$ cat config.mk
export PLATFORM = sky130hd
export DESIGN_NAME = booth_mul_seq
export DESIGN_NICKNAME = d
export VERILOG_FILES = /design/src/rtl/booth_pkg.sv /design/src/rtl/booth_enc.sv /design/src/rtl/booth_mul_seq.sv
export SDC_FILE = /design/constraint.sdc
export NUM_CORES = 1
export LEC_CHECK = 0
export ABC_AREA = 1
export CAP_MARGIN = 20
export CORE_UTILIZATION = 59
export DETAILED_ROUTE_END_ITERATION = 12
export PLACE_DENSITY = 0.82
export SYNTH_ARGS = -nofsm -noshare
export SYNTH_HDL_FRONTEND = slang
export SYNTH_SLANG_ARGS = --single-unit
$ cat constraint.sdc
create_clock -name clk -period 8.2 [get_ports clk]
set_input_delay 0.82 -clock clk [delete_from_list [all_inputs] [get_ports clk]]
set_output_delay 0.82 -clock clk [all_outputs]
set_load 0.005 [all_outputs]
$ cat src/rtl/booth_pkg.sv
// booth_pkg: shared types and helpers for the sequential radix-4 Booth multiplier.
//   state_t       : controller states (IDLE, BUSY, DONE)
//   booth_digit_t : decoded Booth digit {neg, one, two}
//   ndig(n)       : number of radix-4 digits needed for an n-bit operand
package booth_pkg;

    typedef enum logic [1:0] {
        IDLE = 2'd0,
        BUSY = 2'd1,
        DONE = 2'd2
    } state_t;

    // Selects 0, +/-1 or +/-2 times the multiplicand.
    // Zero is one=0 and two=0; neg is never set for zero.
    typedef struct packed {
        logic neg;
        logic one;
        logic two;
    } booth_digit_t;

    function automatic int ndig(input int n);
        return (n + 2) / 2;
    endfunction

endpackage

$ cat src/rtl/booth_enc.sv
// booth_enc: radix-4 Booth digit encoder.
//   win   in  3  multiplier window {b[2i+1], b[2i], b[2i-1]}
//   digit out    decoded digit {neg, one, two}
module booth_enc
    import booth_pkg::*;
(
    input  logic [2:0]   win,
    output booth_digit_t digit
);

    always_comb begin
        digit = '0;
        case (win)
            3'b001, 3'b010: digit.one = 1'b1;
            3'b011:         digit.two = 1'b1;
            3'b100:         begin digit.two = 1'b1; digit.neg = 1'b1; end
            3'b101, 3'b110: begin digit.one = 1'b1; digit.neg = 1'b1; end
            default:        digit = '0;
        endcase
    end

endmodule

$ cat src/rtl/booth_mul_seq.sv
// booth_mul_seq: iterative radix-4 Booth multiplier, one digit per clock.
//   clk, rst_n           clock, asynchronous active-low reset
//   in_valid/in_ready    operand handshake (A, B, is_signed sampled on accept)
//   out_valid/out_ready  result handshake; result held while stalled
//   result               2N-bit product (two's complement when signed)
// Optional: define BOOTH_EARLY_TERM_EN to finish as soon as every remaining
// Booth digit is zero (latency = digits actually needed, minimum 1).
module booth_mul_seq
    import booth_pkg::*;
#(
    parameter int N = 10
) (
    input  logic           clk,
    input  logic           rst_n,
    input  logic           in_valid,
    output logic           in_ready,
    input  logic           is_signed,
    input  logic [N-1:0]   A,
    input  logic [N-1:0]   B,
    output logic           out_valid,
    input  logic           out_ready,
    output logic [2*N-1:0] result
);

    localparam int NDIG = ndig(N);
    localparam int EW   = N + 2;
    localparam int AW   = 2 * N + 4;
    localparam int CW   = $clog2(NDIG) + 1;

    state_t         state;
    // Multiplicand pre-shifted by 2i, so no variable shifter is needed.
    logic [AW-1:0]  a_sh;
    // Multiplier shifted right by 2 each digit; bit 0 is b[2i-1].
    logic [EW:0]    b_sh;
    logic [AW-1:0]  acc;
    logic [CW-1:0]  cnt;

    logic [EW-1:0]  a_ext;
    logic [EW-1:0]  b_ext;
    booth_digit_t   digit;
    logic [AW-1:0]  mag;
    logic [AW-1:0]  addend;
    logic [AW-1:0]  acc_next;
    logic [EW:0]    b_next;
    logic           finish;

    booth_enc u_enc (
        .win   (b_sh[2:0]),
        .digit (digit)
    );

    always_comb begin
        a_ext    = is_signed ? {{2{A[N-1]}}, A} : {2'b00, A};
        b_ext    = is_signed ? {{2{B[N-1]}}, B} : {2'b00, B};
        mag      = digit.two ? {a_sh[AW-2:0], 1'b0} : (digit.one ? a_sh : '0);
        addend   = digit.neg ? (~mag + AW'(1)) : mag;
        acc_next = acc + addend;
        // Arithmetic shift keeps the upper bits equal to the extended sign.
        b_next   = {{2{b_sh[EW]}}, b_sh[EW:2]};
`ifdef BOOTH_EARLY_TERM_EN
        // Remaining windows of identical bits all decode to zero.
        finish   = (cnt == CW'(NDIG - 1)) || (&b_next) || !(|b_next);
`else
        finish   = (cnt == CW'(NDIG - 1));
`endif
    end

    always_ff @(posedge clk or negedge rst_n) begin
        if (!rst_n) begin
            state     <= IDLE;
            in_ready  <= 1'b1;
            out_valid <= 1'b0;
            result    <= '0;
            a_sh      <= '0;
            b_sh      <= '0;
            acc       <= '0;
            cnt       <= '0;
        end else begin
            case (state)
                IDLE: begin
                    if (in_valid && in_ready) begin
                        a_sh     <= {{(AW - EW){a_ext[EW-1]}}, a_ext};
                        b_sh     <= {b_ext, 1'b0};
                        acc      <= '0;
                        cnt      <= '0;
                        in_ready <= 1'b0;
                        state    <= BUSY;
                    end
                end
                BUSY: begin
                    acc  <= acc_next;
                    a_sh <= {a_sh[AW-3:0], 2'b00};
                    b_sh <= b_next;
                    cnt  <= cnt + CW'(1);
                    if (finish) begin
                        result    <= acc_next[2*N-1:0];
                        out_valid <= 1'b1;
                        state     <= DONE;
                    end
                end
                DONE: begin
                    if (out_ready) begin
                        out_valid <= 1'b0;
                        in_ready  <= 1'b1;
                        state     <= IDLE;
                    end
                end
                default: begin
                    state     <= IDLE;
                    in_ready  <= 1'b1;
                    out_valid <= 1'b0;
                end
            endcase
        end
    end

endmodule

==> results.md, run 1 <==
- Outcome: finished clean
- RSZ-0062 raised after global routing: false
- Placer Congestion: 0.920
- Yosys reg bits: 81
- Vias/cell: between 5 and 6
- Initial Utilization: about three fifths
- Minimum clock period: 4450 ps
- Cell variety after synth: 42
- Area grow syn2layout: 14.8%
- Clock Path Buffers: 2
- Initial antenna violation count: 0
- FF-to-FF path depth: 14
- Routed wire per std cell: 14.8 um
- Fmax: between 200 and 250 MHz
- Syn Area/Cell: 7.48 um^2
- Num ports: 47
- Layout Nets: a little under 800
- Synth area leaders: dfrtp_1 39%, nand2_1 14%, ha_1 6.8%, inv_1 5.3%, nand3_1 4.9%
- Share of cells above drive strength 1: between 4 and 5%
- DRC viols: 0
- Buffers on Ports: 46
- Largest net degree at the start of global routing: 82
- Post-synth EDFFs: 0
- Period utilisation layout: 54.3%
- Synth Flop Type: dfrtp_1
- Worst R2R End: acc[12]
- Reg-to-Reg Start: b_sh[0]
- Post-CTS Setup Inserts: 0
- Total GRT Usage: 30.0%
- Critical Path End Type: flip-flop
- Detail Placement HPWL: roughly 9300 um
- Async SR Flop Fraction: 100%
- Final Cell Area: 0.00594 mm^2
- Setup-failing EPs final: 0
- Dpl cell area: between 0.005 and 0.006 mm^2
- Vias in the first global route: between 4000 and 5000
- CTS clk-pin slew, worst paths: around 100 ps
- Crit-path max FO: 15
- Max-Slew Margin vs Limit: 28.8%
- Tightest Hold Check Type: input port to async pin
- Gate count of the mapped netlist: between 600 and 700
- TritonCTS clock tree: yes
- Die area: 0.00914 mm^2
- Post-route ant nets: 0
- Post-synth net total: 745
- First-pass GRT wire length: 21100 um
- Routed vias: roughly 4700
- Cts bufs inserted: 9
- GRT overflow: 0
- H-tree levels: 3
- Worst EP arrival: 4670 ps
- Critical path class: flip-flop to flip-flop
- DR iter-0 viols: approximately 180
- Clk_lat worst skew: 370 ps
- Setup TNS: 0 ps
- Startpoint Class: flip-flop
- Die W: 95.6 um
- Number of cell rows: 33
- YS warnings: 0
- Worst endpoint required time: 8410 ps
- Post-CTS Resized: 0
- Routed WL: 12400 um
- Slew @ Worst Pin: 1060 ps
- Yosys top cell by area: dfrtp_1
- Die height: 95.6 um
- Clk_skew: around 17 ps
- Clk sink count: 81
- R2R setup slack: 3750 ps
- Clk root buf: clkbuf_8
- N_diodes: 0
- Hold buffers post-CTS: 0
- Initial DRT Pass Iterations: 7
- Max Cap Viol: 0
- Final Slew Violations: 0
- Fin. Hold Viols: 0
- Seq/Total Area, Yosys: ~39%
- Synth top area share: 38.7%
- Core ar.: approximately 0.0083 mm^2
- Post-Syn Area: 0.00517 mm^2
## routing by layer
metal  wire length (um)  up-vias  global-route usage [%]
met5                  0        -                       0
met4                226        0                    11.8
met3                460       20                    4.23
met2               6060      122                    48.2
met1               5670     2211                    40.8
li1                   -     2364                       -
## Yosys cell counts (2+ instances only)
library cell  count
nand2_1         199
dfrtp_1          80
inv_1            73
nand3_1          51
nor2_1           43
o21ai_0          43
ha_1             28
nor3_1           23
a21oi_1          21
clkbuf_1         21
xor2_1           16
a221oi_1         15
nand4_1          10
xnor2_1           9
nand3b_1          6
o21ai_1           6
a21o_1            5
a31oi_1           5
a211oi_1          4
o21bai_1          3
or2_2             3
and2_1            2
nand2_2           2
nand2_4           2
o211ai_1          2
o22ai_1           2
o31ai_1           2
## stage by stage
step                      setup slack, ps  hold WS (ps)  util (%)  std cells
final                                3750           243      71.2        839
after floorplan                      4640           449         -        691
after CTS                            3750           488      70.8        838
after global placement               3790           461      68.3        822
after global routing                 3290           220      71.2        839
after detailed placement             3770           466      68.3        822
## placed cells by master (no fill, tap or decap), types with 3 or more instances in the layout
| master | synthesis | layout |
|---|---|---|
| xnor2_1 | 9 | 9 |
| o21bai_1 | 3 | 3 |
| a31oi_1 | 5 | 5 |
| o21ai_0 | 43 | 43 |
| buf_4 | 0 | 4 |
| o21ai_1 | 6 | 6 |
| clkdlybuf4s50_1 | 0 | 45 |
| ha_1 | 28 | 28 |
| or2_2 | 3 | 3 |
| a211oi_1 | 4 | 4 |
| dfrtp_1 | 80 | 80 |
| xor2_1 | 16 | 16 |
| nand4_1 | 10 | 10 |
| nand2_1 | 199 | 199 |
| a21o_1 | 5 | 5 |
| nor2_1 | 43 | 41 |
| nor3_1 | 23 | 23 |
| nand3_1 | 51 | 51 |
| nand3b_1 | 6 | 6 |
| clkbuf_8 | 0 | 10 |
| a221oi_1 | 15 | 15 |
| a21oi_1 | 21 | 21 |
| inv_1 | 73 | 73 |
## state kept, by name, summed over array words and instances, names as in the netlist
signal and count:
a_sh 20, acc 20, result 20, b_sh 13, cnt 4, state 2
in_ready 1, out_valid 1
## how the worst max path moves through the flow
stage / start / end / slack (ps) / cells past startpoint
floorplan: b_sh[0] / result[11] / 4640 / 23
global placement: b_sh[0] / result[12] / 3790 / 14
detailed placement: b_sh[0] / result[12] / 3770 / 14
CTS: b_sh[0] / acc[12] / 3750 / 14
global route: b_sh[0] / acc[12] / 3290 / 14
finish: b_sh[0] / acc[12] / 3750 / 14
## layout make-up
| cell class | instances | area, um^2 |
|---|---|---|
| flip-flops and latches | 81 | 2030 |
| multi-input cells | 513 | 2780 |
| inverters | 74 | 278 |
| fillers | 675 | 2400 |
| repair buffers | 50 | 508 |
| well taps | 105 | 131 |
| clock buffers | 10 | 138 |
| clock inverters | 6 | 75.1 |
## critical path, stage by stage (launching register included)
cell and delay [ps]:
dfrtp_1 380, inv_1 90, ha_1 250, o31ai_1 900, inv_1 480, nand2_1 160, o21ai_0 180, fa_1 560
nand3_1 110, nand3_1 110, a21oi_1 280, o21ai_0 250, a21oi_1 220, xor2_1 230, o21ai_0 110
## logic make-up after synthesis
logic type      share of synthesized area, %
buf+inv                                 7.21
xor+xnor                                4.24
simple gates                            28.7
fa+ha+maj                               7.17
compound gates                          13.5
flops                                   39.2
Power of run 1 is left out: the tool's default activity adds up to more than one toggle a clock period on the data nets, which glitch-free logic cannot reach.
==> run 2: changes to the inputs <==
Settings changed: CORE_UTILIZATION 59 to 58, PLACE_DENSITY 0.82 to 0.8.
Clock period 8.2 ns to 4.6 ns, I/O delays scaled along.
==> results.md, run 2 (synthesis results as in run 1) <==
- Startpoint Class: flip-flop
- Final Util: 68.8%
- Setup TNS: 0 ps
- Routed vias: 4716
- Tightest Hold Check Type: input port to async pin
- Critical path class: flip-flop to flip-flop
- Initial Utilization: between 50% and 60%
- Worst endpoint required time: about 4900 ps
- Clk_lat worst skew: between 300 and 400 ps
- Die height: 96.4 um
- Routed WL: 12800 um
- Post-CTS Setup Inserts: 0
- Clk_skew: around 16 ps
- Detail Placement HPWL: ~9400 um
- Period utilisation layout: 88.5%
- Core ar.: just under 0.009 mm^2
- Num ports: 47
- Vias/cell: 5.59
- Largest regs: a_sh x20, acc x20, result x20
- Setup-failing EPs final: 0
- Commonest non-fill, non-tap cell in the layout: nand2_1
- Most frequent cells in the layout: 199 x nand2_1, 80 x dfrtp_1, 73 x inv_1
- Clock Path Buffers: 2
- Area grow syn2layout: 15.5%
- Clk root buf: clkbuf_8
- Clk sink count: 81
- Crit-path max FO: 7
- Critical Path End Type: flip-flop
- Initial DRT Pass Iterations: 5
- Routed wire per std cell: about 15 um
- H-tree levels: 3
- First-pass GRT wire length: 21200 um
- Final Slew Violations: 0
- TritonCTS clock tree: yes
- Dpl cell area: between 0.005 and 0.006 mm^2
- Cts bufs inserted: 9
- Post-route ant nets: 0
- Layout Nets: 785
- Initial antenna violation count: 0
- Die area: 0.00929 mm^2
- DRC viols: 0
- Vias in the first global route: approximately 4500
- Max-Slew Margin vs Limit: 37.1%
- DR iter-0 viols: 182
- Max Cap Viol: 0
- Buffers on Ports: 46
- Fmax: between 200 and 250 MHz
- Final Cell Area: 0.00597 mm^2
- Slew @ Worst Pin: between 900 and 1000 ps
- GRT overflow: 0
- Die W: 96.4 um
- Fin. Hold Viols: 0
- Number of cell rows: 34
- N_diodes: 0
- CTS clk-pin slew, worst paths: 100 ps
- R2R setup slack: 530 ps
- Worst EP arrival: 4320 ps
- Share of cells above drive strength 1: under 10%
- Placer Congestion: ~0.97
- RSZ-0062 raised after global routing: false
- Hold buffers post-CTS: 0
- Outcome: finished clean
- Total GRT Usage: 30.0%
- Minimum clock period: 4070 ps
- Largest net degree at the start of global routing: 82
-- run 2: changes by cell type in the layout (fill, tap and decap cells not counted), sizes merged --
| cell | change |
|---|---|
| buf | +2 |
| clkinv | -1 |
| clkbuf | +1 |
| clkinvlp | -1 |
| bufinv | +1 |
-- run 2: worst max-delay path: stages, from the launching register on --
cell and delay (ps):
dfrtp_1 410, inv_1 110, ha_2 210, inv_1 50
nand2_1 70, nand2_1 180, nand2_1 120, and2_1 150
ha_1 190, nand4_1 140, nor3_2 340, nand2_1 90
nand2_1 90, xor2_1 150, inv_1 70, ha_1 330
a21oi_1 220, a21boi_0 270, nand2_1 100, a31oi_1 180
inv_1 70, or2_2 280, nand3_1 70, nand2_1 50
-- run 2: path summary, 6_finish.rpt --
path / from / to / depth (start not counted)
worst min-delay path: rst_n / acc[4] / 1
worst max register to register: b_sh[0] / acc[11] / 23
min in group clk: result[13] / result[13] / 2
worst max-delay path: b_sh[0] / acc[11] / 23
worst min register to register: result[13] / result[13] / 2
max in group asynchronous: rst_n / in_ready / 2
-- run 2: cell type report --
| type | count | area, um^2 |
|---|---|---|
| Multi-Input combinational cell | 513 | 2780 |
| Tap cell | 108 | 135 |
| Inverter | 74 | 278 |
| Sequential cell | 81 | 2030 |
| Fill cell | 738 | 2710 |
| Clock inverter | 5 | 86.3 |
| Clock buffer | 11 | 141 |
| Timing Repair Buffer | 52 | 523 |
-- run 2: routing by layer --
| metal | part of all wire [%] | global-route usage (%) | vias to the layer above |
|---|---|---|---|
| met4 | 1.6 | 9.31 | 0 |
| li1 | - | - | 2371 |
| met1 | 45 | 36.8 | 2233 |
| met2 | 50 | 53.2 | 94 |
| met3 | 3.6 | 5.87 | 18 |
| met5 | 0 | 0 | - |
-- run 2: what timing repair did --
action | in CTS | in global routing
setup endpoints to repair | 0 | 2
endpoints found under the hold margin | 0 | 0
gates resized for setup | 0 | 1
-- run 2: metrics by stage --
step / worst slack (ps) / hold WS (ps) / cells
5_1_grt: 81.4 / 27.6 / 844
3_3_place_gp: 563 / 455 / 827
4_1_cts: 432 / 300 / 843
6_report: 530 / 5.80 / 844
3_5_place_dp: 458 / 465 / 827
2_1_floorplan: 1040 / 164 / 691
Power of run 2 is left out for the same reason.
==> run 3: changes to the inputs <==
Settings changed: CORE_UTILIZATION 58 to 59, CTS_BUF_LIST set to sky130_fd_sc_hd__clkbuf_4 sky130_fd_sc_hd__clkbuf_8, PLACE_DENSITY 0.8 to 0.82.
==> results.md, run 3 (synthesis results as in run 1) <==
- Max Cap Viol: 0
- Met2 usage: 51.8%
- Layout Cells excl Fill: 841
- Number of cell rows: 33
- Worst endpoint required time: 4860 ps
- Minimum clock period: 4180 ps
- Num ports: 47
- Seq. cell area: 0.00203 mm^2
- CTS clk-pin slew, worst paths: 100 ps
- M3 GR Usage: 6.14%
- Hold WS: -0.394 ps
- Vias in the first global route: ~4500
- Die W: 95.6 um
- Reg-to-Reg Start: b_sh[0]
- Core ar.: around 0.0083 mm^2
- Layout Nets: 785
- Failing checks: negative hold slack
- Cts bufs inserted: 9
- Total GRT Usage: between 30% and 40%
- DRC viols: 0
- Worst EP arrival: 4440 ps
- Clock Path Buffers: 2
- Fin. Hold Viols: 5
- Area grow syn2layout: 14.5%
- DR iter-0 viols: 199
- M1 GR Usage: 37.9%
- Die area: ~0.009 mm^2
- Largest regs: a_sh x20, acc x20, result x20
- Setup-failing EPs final: 0
- Setup TNS: 0 ps
- Clk root buf: clkbuf_8
- Placed insts: 824
- TritonCTS clock tree: yes
- First-pass GRT wire length: 21100 um
- Slew @ Worst Pin: 838 ps
- Initial Utilization: 62.0%
- Hold buffers post-CTS: 0
- Crit-path max FO: 20
- Fillers: 655
- Fmax: 239 MHz
- CP Cell Sequence: inv_1 > ha_1 > nand2_1 > inv_1 > nand2_1 > and2_1 > ha_1 > nand4_1 > nor3_2 > nand2_1 > nand2_1 > xor2_1 > inv_1 > ha_1 > a21oi_1 > a21boi_0 > nand2_1 > a31oi_1 > inv_1 > or2_2 > nand3_1 > nand2_1
- Buffers on Ports: 46
- Die height: 95.6 um
- N_diodes: 0
- RSZ-0062 raised after global routing: false
- Post-CTS Setup Inserts: 0
- Final Slew Violations: 0
- Clk_skew: ~18 ps
- Vias/cell: 5.68
- Most frequent cells in the layout: 199 x nand2_1, 80 x dfrtp_1, 73 x inv_1
- Clk sink count: 81
- Critical Path End Type: flip-flop
- Slowest-stage cell, CP: ha_1
- Largest net degree at the start of global routing: 82
- Multi-input gate area: 0.00278 mm^2
- Peak per-stage delay on the critical path: 530 ps
- Clk_lat worst skew: 380 ps
- Critical path class: flip-flop to flip-flop
- Outcome: finished with violations
- Routed WL: 12500 um
- Placer Congestion: 0.921
- Share of cells above drive strength 1: 5.16%
- Most Crowded Layer GR: met2
- Startpoint Class: flip-flop
- Crit path launch: b_sh[0]
- Routed wire per std cell: 14.8 um
- Detail Placement HPWL: between 9000 and 10000 um
- Initial antenna violation count: 0
- Period utilisation layout: 90.8%
- Commonest non-fill, non-tap cell in the layout: nand2_1
- Post-route ant nets: 0
- Routed vias: 4778
- Max-Slew Margin vs Limit: 44.1%
- Final Util: 71.0%
- Initial DRT Pass Iterations: 5
- Most frequent CP cell: nand2_1
- H-tree levels: 3
- Post-CTS Resized: 0
- GRT overflow: 0
- Tightest Hold Check Type: input port to async pin
-- run 3: final timing paths --
check	slack, ps	end	cells past startpoint
worst min register to register	480	result[19]	2
min in group clk	480	result[19]	2
worst max-delay path	420	acc[11]	22
worst min-delay path	-0.4	result[7]	1
max in group asynchronous	3980	in_ready	2
worst max register to register	420	acc[11]	22
-- run 3: worst max-delay path: cells and delay by family (launching register included) --
kind                       cells  cell delay [ps]
DFF                            1              390
AOI/OAI and AO/OA              3              650
adders and majority gates      3             1050
xor gates and xnor gates       1              150
and+or+nand+nor               11             1540
buffers and inverters          4              270
-- run 3: layout make-up --
cell class | count | area share [%]
multi-input cells | 513 | 46.9
flip-flops and latches | 81 | 34.3
repair buffers | 52 | 8.83
inverters | 74 | 4.69
well taps | 105 | 2.22
clock buffers | 9 | 2.09
clock inverters | 7 | 0.993
-- run 3: metrics by stage --
| step | cell area, um^2 | setup WS, ps | hold slack (ps) |
|---|---|---|---|
| after floorplan | 5170 | 1040 | 164 |
| after global placement | 5710 | 605 | 461 |
| after detailed placement | 5710 | 458 | 464 |
| after CTS | 5890 | 430 | 273 |
| after global routing | 5920 | 6.64 | 19.1 |
| final | 5920 | 421 | -0.394 |
-- run 3: layer usage --
metal / routed length (um) / vias up
li1: - / 2367
met1: 5560 / 2256
met2: 6110 / 135
met3: 591 / 20
met4: 206 / 0
met5: 0 / -
Power of run 3 is left out for the same reason.
